==> src/rtl/synth_voice_pkg.sv <==
// Shared types for the polyphonic voice allocator.
// Slot states, scheduler states and small helpers.
package synth_voice_pkg;

  typedef enum logic [1:0] {
    VS_IDLE,
    VS_GATED,
    VS_REL
  } vstate_e;

  typedef enum logic [1:0] {
    AS_IDLE,
    AS_SCAN,
    AS_COMMIT
  } astate_e;

  localparam int NULL_CODE  = 0;
  localparam int MAX_VOICES = 8;

  function automatic logic [3:0] popcnt8(
    input logic [MAX_VOICES-1:0] v
  );
    logic [3:0] n;
    n = '0;
    for (int i = 0; i < MAX_VOICES; i++) begin
      n = n + {3'b000, v[i]};
    end
    return n;
  endfunction

endpackage

==> src/rtl/voice_lru_rank.sv <==
// Allocation-age ranks per voice slot.
// Rank 0 is the most recently allocated slot.
module voice_lru_rank #(
  parameter int N  = 4,
  parameter int IW = 2
) (
  input  logic                 clk_i,
  input  logic                 rst_ni,
  input  logic                 touch_i,
  input  logic [IW-1:0]        idx_i,
  output logic [N-1:0][IW-1:0] rank_o
);

  logic [N-1:0][IW-1:0] rank_q;
  logic [N-1:0][IW-1:0] rank_d;
  logic [IW-1:0]        old;

  always_comb begin
    old    = rank_q[idx_i];
    rank_d = rank_q;
    if (touch_i) begin
      for (int j = 0; j < N; j++) begin
        if (IW'(j) == idx_i) begin
          rank_d[j] = '0;
        end else if (rank_q[j] < old) begin
          rank_d[j] = rank_q[j] + 1'b1;
        end
      end
    end
  end

  always_ff @(posedge clk_i) begin
    if (!rst_ni) begin
      for (int j = 0; j < N; j++) begin
        rank_q[j] <= IW'(j);
      end
    end else begin
      rank_q <= rank_d;
    end
  end

  assign rank_o = rank_q;

endmodule

==> src/rtl/voice_allocator.sv <==
// Polyphonic voice scheduler: maps note events to voice slots,
// with a serial per-slot scan followed by a single commit cycle.
module voice_allocator
  import synth_voice_pkg::*;
#(
  parameter int NUM_VOICES = 4,
  parameter int CODE_W     = 8
) (
  input  logic                         CLOCK_50,
  input  logic                         resetn,
  input  logic                         ev_valid,
  output logic                         ev_ready,
  input  logic                         ev_on,
  input  logic [CODE_W-1:0]            ev_code,
  input  logic [NUM_VOICES-1:0]        release_done,
  output logic [NUM_VOICES-1:0]        voice_gate,
  output logic [NUM_VOICES-1:0]        voice_busy,
  output logic [NUM_VOICES*CODE_W-1:0] voice_code,
  output logic [3:0]                   voice_count,
  output logic                         steal_pulse,
  output logic                         done_pulse
);

  localparam int IW = (NUM_VOICES > 1) ? $clog2(NUM_VOICES) : 1;
  localparam logic [IW-1:0] LAST = IW'(NUM_VOICES - 1);

  typedef struct packed {
    logic          gm_v;
    logic [IW-1:0] gm_i;
    logic          rm_v;
    logic [IW-1:0] rm_i;
    logic          il_v;
    logic [IW-1:0] il_i;
    logic          rr_v;
    logic [IW-1:0] rr_i;
    logic [IW-1:0] rr_r;
    logic          gr_v;
    logic [IW-1:0] gr_i;
    logic [IW-1:0] gr_r;
  } scan_t;

  astate_e st_q, st_d;
  logic [IW-1:0] idx_q, idx_d;
  logic on_q, on_d;
  logic [CODE_W-1:0] evc_q, evc_d;
  scan_t scan_q, scan_d;
  vstate_e vs_q [NUM_VOICES];
  vstate_e vs_d [NUM_VOICES];
  logic [CODE_W-1:0] code_q [NUM_VOICES];
  logic [CODE_W-1:0] code_d [NUM_VOICES];
  logic [NUM_VOICES-1:0] gate_d;
  logic [3:0] cnt_q;
  logic done_q, done_d;
  logic steal_q, steal_d;
  logic touch;
  logic [IW-1:0] sel;
  logic [NUM_VOICES-1:0][IW-1:0] rank;
  vstate_e cur;
  logic [IW-1:0] rk;
  logic hit;

  voice_lru_rank #(
    .N  (NUM_VOICES),
    .IW (IW)
  ) u_lru (
    .clk_i   (CLOCK_50),
    .rst_ni  (resetn),
    .touch_i (touch),
    .idx_i   (sel),
    .rank_o  (rank)
  );

  always_comb begin
    st_d    = st_q;
    idx_d   = idx_q;
    on_d    = on_q;
    evc_d   = evc_q;
    scan_d  = scan_q;
    vs_d    = vs_q;
    code_d  = code_q;
    done_d  = 1'b0;
    steal_d = 1'b0;
    touch   = 1'b0;
    sel     = '0;
    cur     = vs_q[idx_q];
    rk      = rank[idx_q];
    hit     = (code_q[idx_q] == evc_q);

    // Releases land first so a same-edge commit overrides them.
    for (int i = 0; i < NUM_VOICES; i++) begin
      if (release_done[i] && vs_q[i] == VS_REL) begin
        vs_d[i]   = VS_IDLE;
        code_d[i] = '0;
      end
    end

    unique case (st_q)
      AS_IDLE: begin
        if (ev_valid && ev_code != CODE_W'(NULL_CODE)) begin
          st_d   = AS_SCAN;
          idx_d  = '0;
          on_d   = ev_on;
          evc_d  = ev_code;
          scan_d = '0;
        end
      end
      AS_SCAN: begin
        unique case (cur)
          VS_GATED: begin
            if (hit && !scan_q.gm_v) begin
              scan_d.gm_v = 1'b1;
              scan_d.gm_i = idx_q;
            end
            if (!scan_q.gr_v || rk > scan_q.gr_r) begin
              scan_d.gr_v = 1'b1;
              scan_d.gr_i = idx_q;
              scan_d.gr_r = rk;
            end
          end
          VS_REL: begin
            if (hit && !scan_q.rm_v) begin
              scan_d.rm_v = 1'b1;
              scan_d.rm_i = idx_q;
            end
            if (!scan_q.rr_v || rk > scan_q.rr_r) begin
              scan_d.rr_v = 1'b1;
              scan_d.rr_i = idx_q;
              scan_d.rr_r = rk;
            end
          end
          default: begin
            if (!scan_q.il_v) begin
              scan_d.il_v = 1'b1;
              scan_d.il_i = idx_q;
            end
          end
        endcase
        if (idx_q == LAST) begin
          st_d = AS_COMMIT;
        end else begin
          idx_d = idx_q + 1'b1;
        end
      end
      AS_COMMIT: begin
        st_d   = AS_IDLE;
        done_d = 1'b1;
        if (on_q) begin
          if (!scan_q.gm_v) begin
            touch = 1'b1;
            if (scan_q.rm_v) begin
              sel = scan_q.rm_i;
            end else if (scan_q.il_v) begin
              sel = scan_q.il_i;
            end else if (scan_q.rr_v) begin
              sel     = scan_q.rr_i;
              steal_d = 1'b1;
            end else begin
              sel     = scan_q.gr_i;
              steal_d = 1'b1;
            end
            vs_d[sel]   = VS_GATED;
            code_d[sel] = evc_q;
          end
        end else if (scan_q.gm_v) begin
          vs_d[scan_q.gm_i] = VS_REL;
        end
      end
      default: st_d = AS_IDLE;
    endcase

    for (int i = 0; i < NUM_VOICES; i++) begin
      gate_d[i] = (vs_d[i] == VS_GATED);
    end
  end

  always_ff @(posedge CLOCK_50) begin
    if (!resetn) begin
      st_q    <= AS_IDLE;
      idx_q   <= '0;
      on_q    <= 1'b0;
      evc_q   <= '0;
      scan_q  <= '0;
      cnt_q   <= '0;
      done_q  <= 1'b0;
      steal_q <= 1'b0;
      for (int i = 0; i < NUM_VOICES; i++) begin
        vs_q[i]   <= VS_IDLE;
        code_q[i] <= '0;
      end
    end else begin
      st_q    <= st_d;
      idx_q   <= idx_d;
      on_q    <= on_d;
      evc_q   <= evc_d;
      scan_q  <= scan_d;
      cnt_q   <= popcnt8(MAX_VOICES'(gate_d));
      done_q  <= done_d;
      steal_q <= steal_d;
      vs_q    <= vs_d;
      code_q  <= code_d;
    end
  end

  always_comb begin
    voice_code = '0;
    for (int i = 0; i < NUM_VOICES; i++) begin
      voice_gate[i] = (vs_q[i] == VS_GATED);
      voice_busy[i] = (vs_q[i] != VS_IDLE);
      voice_code[i*CODE_W +: CODE_W] = code_q[i];
    end
  end

  assign ev_ready    = (st_q == AS_IDLE);
  assign voice_count = cnt_q;
  assign done_pulse  = done_q;
  assign steal_pulse = steal_q;

endmodule

==> config.mk <==
export PLATFORM = sky130hd
export DESIGN_NAME = voice_allocator
export DESIGN_NICKNAME = d
export VERILOG_FILES = /design/src/rtl/synth_voice_pkg.sv /design/src/rtl/voice_lru_rank.sv /design/src/rtl/voice_allocator.sv
export SDC_FILE = /design/constraint.sdc
export NUM_CORES = 1
export LEC_CHECK = 0
export ABC_AREA = 1
export ABC_CLOCK_PERIOD_IN_PS = 4600
export CAP_MARGIN = 20
export CELL_PAD_IN_SITES_DETAIL_PLACEMENT = 1
export CELL_PAD_IN_SITES_GLOBAL_PLACEMENT = 1
export CORE_MARGIN = 2
export CORE_UTILIZATION = 42
export DETAILED_ROUTE_END_ITERATION = 8
export PLACE_DENSITY_LB_ADDON = 0.1
export SYNTH_ARGS = -nofsm -noshare
export SYNTH_HDL_FRONTEND = slang
export SYNTH_HIERARCHICAL = 1
export SYNTH_SLANG_ARGS = --single-unit
==> constraint.sdc <==
create_clock -name CLOCK_50 -period 4.6 [get_ports CLOCK_50]
set_input_delay 0.69 -clock CLOCK_50 [delete_from_list [all_inputs] [get_ports CLOCK_50]]
set_output_delay 0.69 -clock CLOCK_50 [all_outputs]
set_load 0.02 [all_outputs]
Yosys cells after proc, flatten, opt, wreduce, memory -nomap -nowiden
Cells that the tools add are included.
{ "classes": {"add_sub_neg": 8, "shifts": 0, "multipliers": 0, "div": 0, "order_cmp": 13, "n_reduce_logical": 42, "n_eq_ne": 32, "n_bitwise": 12, "mux": 72} }
{ "op_table": {"columns": ["op", "n"], "rows": [
  ["two-way mux 32 bit", 3],
  ["two-way mux 8 bit", 11],
  ["two-way mux 2 bit", 32],
  ["one-hot mux 19 bit (2 select lines)", 1],
  ["bitwise mux 32 bit", 1],
  ["equality test 2 x 1 -> 1 bit (second input constant)", 10],
  ["two-way mux 5 bit", 4],
  ["AND reduction 4 bit", 5],
  ["two-way mux 19 bit", 1],
  ["nonzero test 2 bit", 9],
  ["binary-select mux 8 bit (select 2 bit)", 1],
  ["demux 8 bit (select 2 bit)", 1],
  ["inequality test 2 bit (second input constant)", 8],
  ["two-way mux 3 bit", 5],
  ["equality test 2 bit (second input constant)", 7],
  ["binary-select mux 2 bit (select 2 bit)", 3],
  ["AND reduction 2 bit", 6],
  ["adder 2 x 1 -> 2 bit (second input constant)", 5],
  ["greater-or-equal comparator 3 bit (second input constant)", 3],
  ["logical AND 1 bit", 9],
  ["NOT 2 -> 3 bit", 3],
  ["bitwise AND 4 bit", 2],
  ["demux 2 bit (select 2 bit)", 2],
  ["equality test 8 bit", 1],
  ["22 further kinds", 46]
]} }
{ "totals": {"ff_bits": 86, "n_memories": 0, "latchBits": 0, "romBits": 0, "ram_bits": 0, "input_bits": 16, "word_cells": 210} }

Depth between registers and ports, before layout
{ "logic_depth": {"word_depth": 20, "mapped_depth": 20, "depth_no_buf": 20} }

Cells and area by module
The synthesis kept the hierarchy.
{ "modules_own_cells": {"columns": ["mod", "cells_per_inst", "instances", "seq_area_each_um2", "area_each_um2"], "rows": [
  ["voice_allocator", 537, 1, 1541.5, 3870.0],
  ["voice_lru_rank", 98, 1, 160.2, 593.1]
]} }

Worst setup path before layout
OpenSTA, ideal clock, no wires.
{ "synth_timing": {"path_type": "register -> register", "from": "register st_q[1]", "to": "register cnt_q[1] (netlist: voice_count[1])", "setup_ns": 0.110, "required_ns": 4.490, "slack_ns": 1.969, "period_less_slack_ns": 2.631, "stages_incl_launch_ff": 19, "arrival_time_ns": 2.521, "n_path_buf": 1, "path_cell_list": "dfxtp_1 inv_1 nor2_2 inv_2 nor2_4 inv_2 nor2_4 inv_2 nor2_4 nand2_4 buf_6 o21ai_2 nand2_1 fa_1 inv_1 ha_1 ha_1 nand2_1 inv_1"} }
{ "synth_via": {"elab_chain_cells": 6} }
{ "synth_lines": {"columns": ["item", "line", "rtl"], "rows": [
  ["start, declared", "voice_allocator.sv:42", "astate_e st_q, st_d;"],
  ["start signal, assigned", "voice_allocator.sv:191", "st_q <= st_d;"],
  ["equality test 2 bit (*)", "voice_allocator.sv:97", "unique case (st_q)"],
  ["two-way mux 8 bit (*)", "voice_allocator.sv:97", null],
  ["equality test 2 x 1 -> 1 bit", "voice_allocator.sv:172", "gate_d[i] = (vs_d[i] == VS_GATED);"],
  ["adder 1 x 1 -> 2 bit", "synth_voice_pkg.sv:26", "n = n + {3'b000, v[i]};"],
  ["adder 2 x 1 -> 3 bit", "synth_voice_pkg.sv:26", null],
  ["adder 3 x 1 -> 4 bit (*)", "synth_voice_pkg.sv:26", null],
  ["end signal, assigned", "voice_allocator.sv:196", "cnt_q <= popcnt8(MAX_VOICES'(gate_d));"],
  ["end, declared", "voice_allocator.sv:52", "logic [3:0] cnt_q;"]
]} }
Every way passes the cells marked *; elsewhere a longest branch is shown, timed or not.
A chain may end at the register's enable or synchronous reset.

Final worst setup path
Ends and elaborated chain as after synthesis.

==> impl_metrics.ini <==
[detailed_routing]
drtIter0Drc = 209
drtAntennaViolNets = 0
routed_via_density = 5.34
drc = 0
wl_per_cell_um = 16.4
vias = 4436
wl_um = 13600
firstDrtPassIters = 4

[place]
port-buffer-count = 61
dp.cells = 814
place.gp.congestion = 0.843
hpwl_um = 9860

[clock_tree]
htreeDepth = 3
clockBufferDepth = 2
cts_buffers = 9
cts.sinks = 85
postCtsSetupBuffers = 0
clock_latency_ns = 0.37
post_cts_resized = 0
cts_tree = yes
path_clk_slew_ns = 0.09
cts-root-buf = clkbuf_8
cts_hold_buf = 0

[yosys]
async_reset_ff_frac = 0
ys_seq_area_frac = 0.381
ys.flop_type = dfxtp_1
ys_seq_elements = 85
synth_top_cell_by_area = dfxtp_1
syn_inst = 635
synth_edf_count = 0
yosys_warnings = 6
synth_nets = 665
netlist_area_sq_um = 4460
synth_area_leaders = dfxtp_1, nand2_1, a21oi_1
synth_cell_types = 43
synth.avg_cell_area_sq_um = 7.03
yosysTopAreaCellShare = 0.381

[critical_path]
cp_top_family = simple AND/OR/NAND/NOR gates
crit_type = reg2reg
arrival_ns = 3.41
cp_num_buf_inv = 6
slowest_stage = fa_1
worstPathCellList = inv_1 -> nor2_2 -> inv_2 -> nor2_4 -> inv_2 -> nor2_4 -> inv_2 -> nor2_4 -> nand2_4 -> o21ai_0 -> nand2_1 -> fa_1 -> inv_1 -> ha_1 -> ha_1 -> nand2_1 -> inv_1
cpPeakStageDelay_ns = 0.49
cp-end-kind = register
required_ns = 4.88
cp_max_fo = 18
crit_path_start_kind = register

[timing]
max_freq_mhz = 319
slew_violations = 0
setup_viol = 0
hold_viol = 0
fin_setup_tns_ns = 0
tightest_slew_ns = 0.704
fin_crit_ns = 3.14
finClkSkew_ns = 0.00881
fin_crit_sh = 0.682
max-slew-margin-rel = 0.530
rsz0062_at_grt = no

[floorplan]
initial_core_util = 0.432
die_area_sq_um = 11500
die_w_um = 107
die_y_um = 107
core_area_sq_um = 10300
pin_count = 63
row_count = 37

[status]
outcome = finished clean

[job]
drv_cap = 0

[layout]
antennaDiodeCount = 0
fin_nets = 719
drive_gt1_frac = 0.0879
layout.cells.non_filler = 830
syn_to_final_growth_pct = 20.2

[global_routing]
grt_pass1_wl_um = 22400
overflow = 0
antenna_found_initial = 0
grt_max_degree = 53
grt_pass1_vias = 4474
grt_usage = 0.249

[power]
p_leak_nw = 2.15
irDropWorstVdd_mv = 0.170
power.density_nw_per_um2 = 289

[min_path]
hp-class = reg2reg
-- per-stage QoR --
step | setup WS (ns) | power (mW) | cell area (sq um) | util | hold slack, ns
floorplan | 1.97 | 0.932 | 4460 | - | 0.426
detailed placement | 1.47 | 1.00 | 5160 | 0.500 | 0.451
global route | 1.20 | 1.61 | 5360 | 0.520 | 0.490
CTS | 1.44 | 1.56 | 5360 | 0.520 | 0.462
finish | 1.46 | 1.55 | 5360 | 0.520 | 0.461
global placement | 1.51 | 0.990 | 5130 | 0.497 | 0.442
-- per-layer routing --
metal,global-route usage,wire (um),vias up
met3,0.0328,583,13
li1,-,-,2198
met4,0.0853,185,0
met1,0.327,6280,2145
met5,0,0,-
met2,0.421,6530,80
-- worst reg2reg max path, cell delays in order, from the launching register on --
cell     delay, ns
dfxtp_1       0.35
inv_1         0.07
nor2_2        0.09
inv_2         0.08
nor2_4        0.11
inv_2         0.10
nor2_4        0.35
inv_2         0.10
nor2_4        0.24
nand2_4       0.20
o21ai_0       0.17
nand2_1       0.10
fa_1          0.49
inv_1         0.04
ha_1          0.18
ha_1          0.27
nand2_1       0.07
inv_1         0.05
-- flip-flops by register name (all words and copies together), names as in the netlist --
| register | cells |
|---|---|
| voice_code | 32 |
| vs_q | 8 |
| idx_q | 2 |
| evc_q | 8 |
| voice_count | 3 |
| done_pulse | 1 |
| st_q | 2 |
| scan_q | 19 |
| u_lru/rank_o | 8 |
| on_q | 1 |
| steal_pulse | 1 |
-- cells in the mapped netlist, drive strengths merged, types with 2 or more instances --
cell	number
a211oi	14
dfxtp	85
nor3	8
nor2	61
nor4	5
buf	12
nand4	4
inv	72
ha	13
o22ai	2
xnor2	2
clkbuf	10
a21oi	66
a32oi	2
or2	3
nand2	166
o21ai	51
nand3	48
-- cells by family after synthesis --
| family | count (synthesis) | synth area share |
|---|---|---|
| AND/OR/NAND/NOR | 297 | 0.295 |
| flip-flops | 85 | 0.381 |
| adder cells (fa/ha/maj) | 14 | 0.0409 |
| multiplexers | 1 | 0.00224 |
| other | 1 | 0.000840 |
| XOR/XNOR | 3 | 0.00589 |
| AO/OA/AOI/OAI | 140 | 0.183 |
| buffers and inverters | 94 | 0.0908 |
-- power by group --
| group | total (mW) | internal, mW | switching [mW] |
|---|---|---|---|
| logic | 0.197 | 0.0661 | 0.131 |
| clock network | 0.568 | 0.282 | 0.286 |
| registers | 0.786 | 0.758 | 0.0285 |
| total | 1.55 | 1.11 | 0.445 |
-- layout by cell type (no fill, tap or decap), drive strengths merged --
master         count
xnor2              2
a22oi              1
and2               1
a21oi             66
clkinv             2
inv               72
a21boi             1
nand2            166
nand4              4
nor2              61
xor2               1
or2                3
a221oi             1
clkbuf            13
dfxtp             85
a31oi              1
o22a               1
ha                13
fa                 1
nand3             48
o22ai              2
a211oi            14
o21ai             51
mux2i              1
nor4               5
conb               1
or4                1
bufinv             1
nor3               8
a32oi              2
clkdlybuf4s50     61
buf                4
-- final cells by class --
class                   count  area, sq um
inverters                  72          273
multi-input cells         456         2360
flip-flops and latches     85         1700
clock inverters             3         43.8
clock buffers              13          159
fillers                  1321         4960
repair buffers             65          661
well taps                 136          170
-- path summary, 6_finish.rpt --
path	slack (ns)	end	from	cells past startpoint
worst max register to register	1.46	voice_count[1]	st_q[1]	17
worst min register to register	0.46	scan_q[4]	scan_q[4]	2
worst min-delay path	0.46	scan_q[4]	scan_q[4]	2
worst max-delay path	1.46	voice_count[1]	st_q[1]	17
Note: power is estimated with default switching activity, not from simulation.
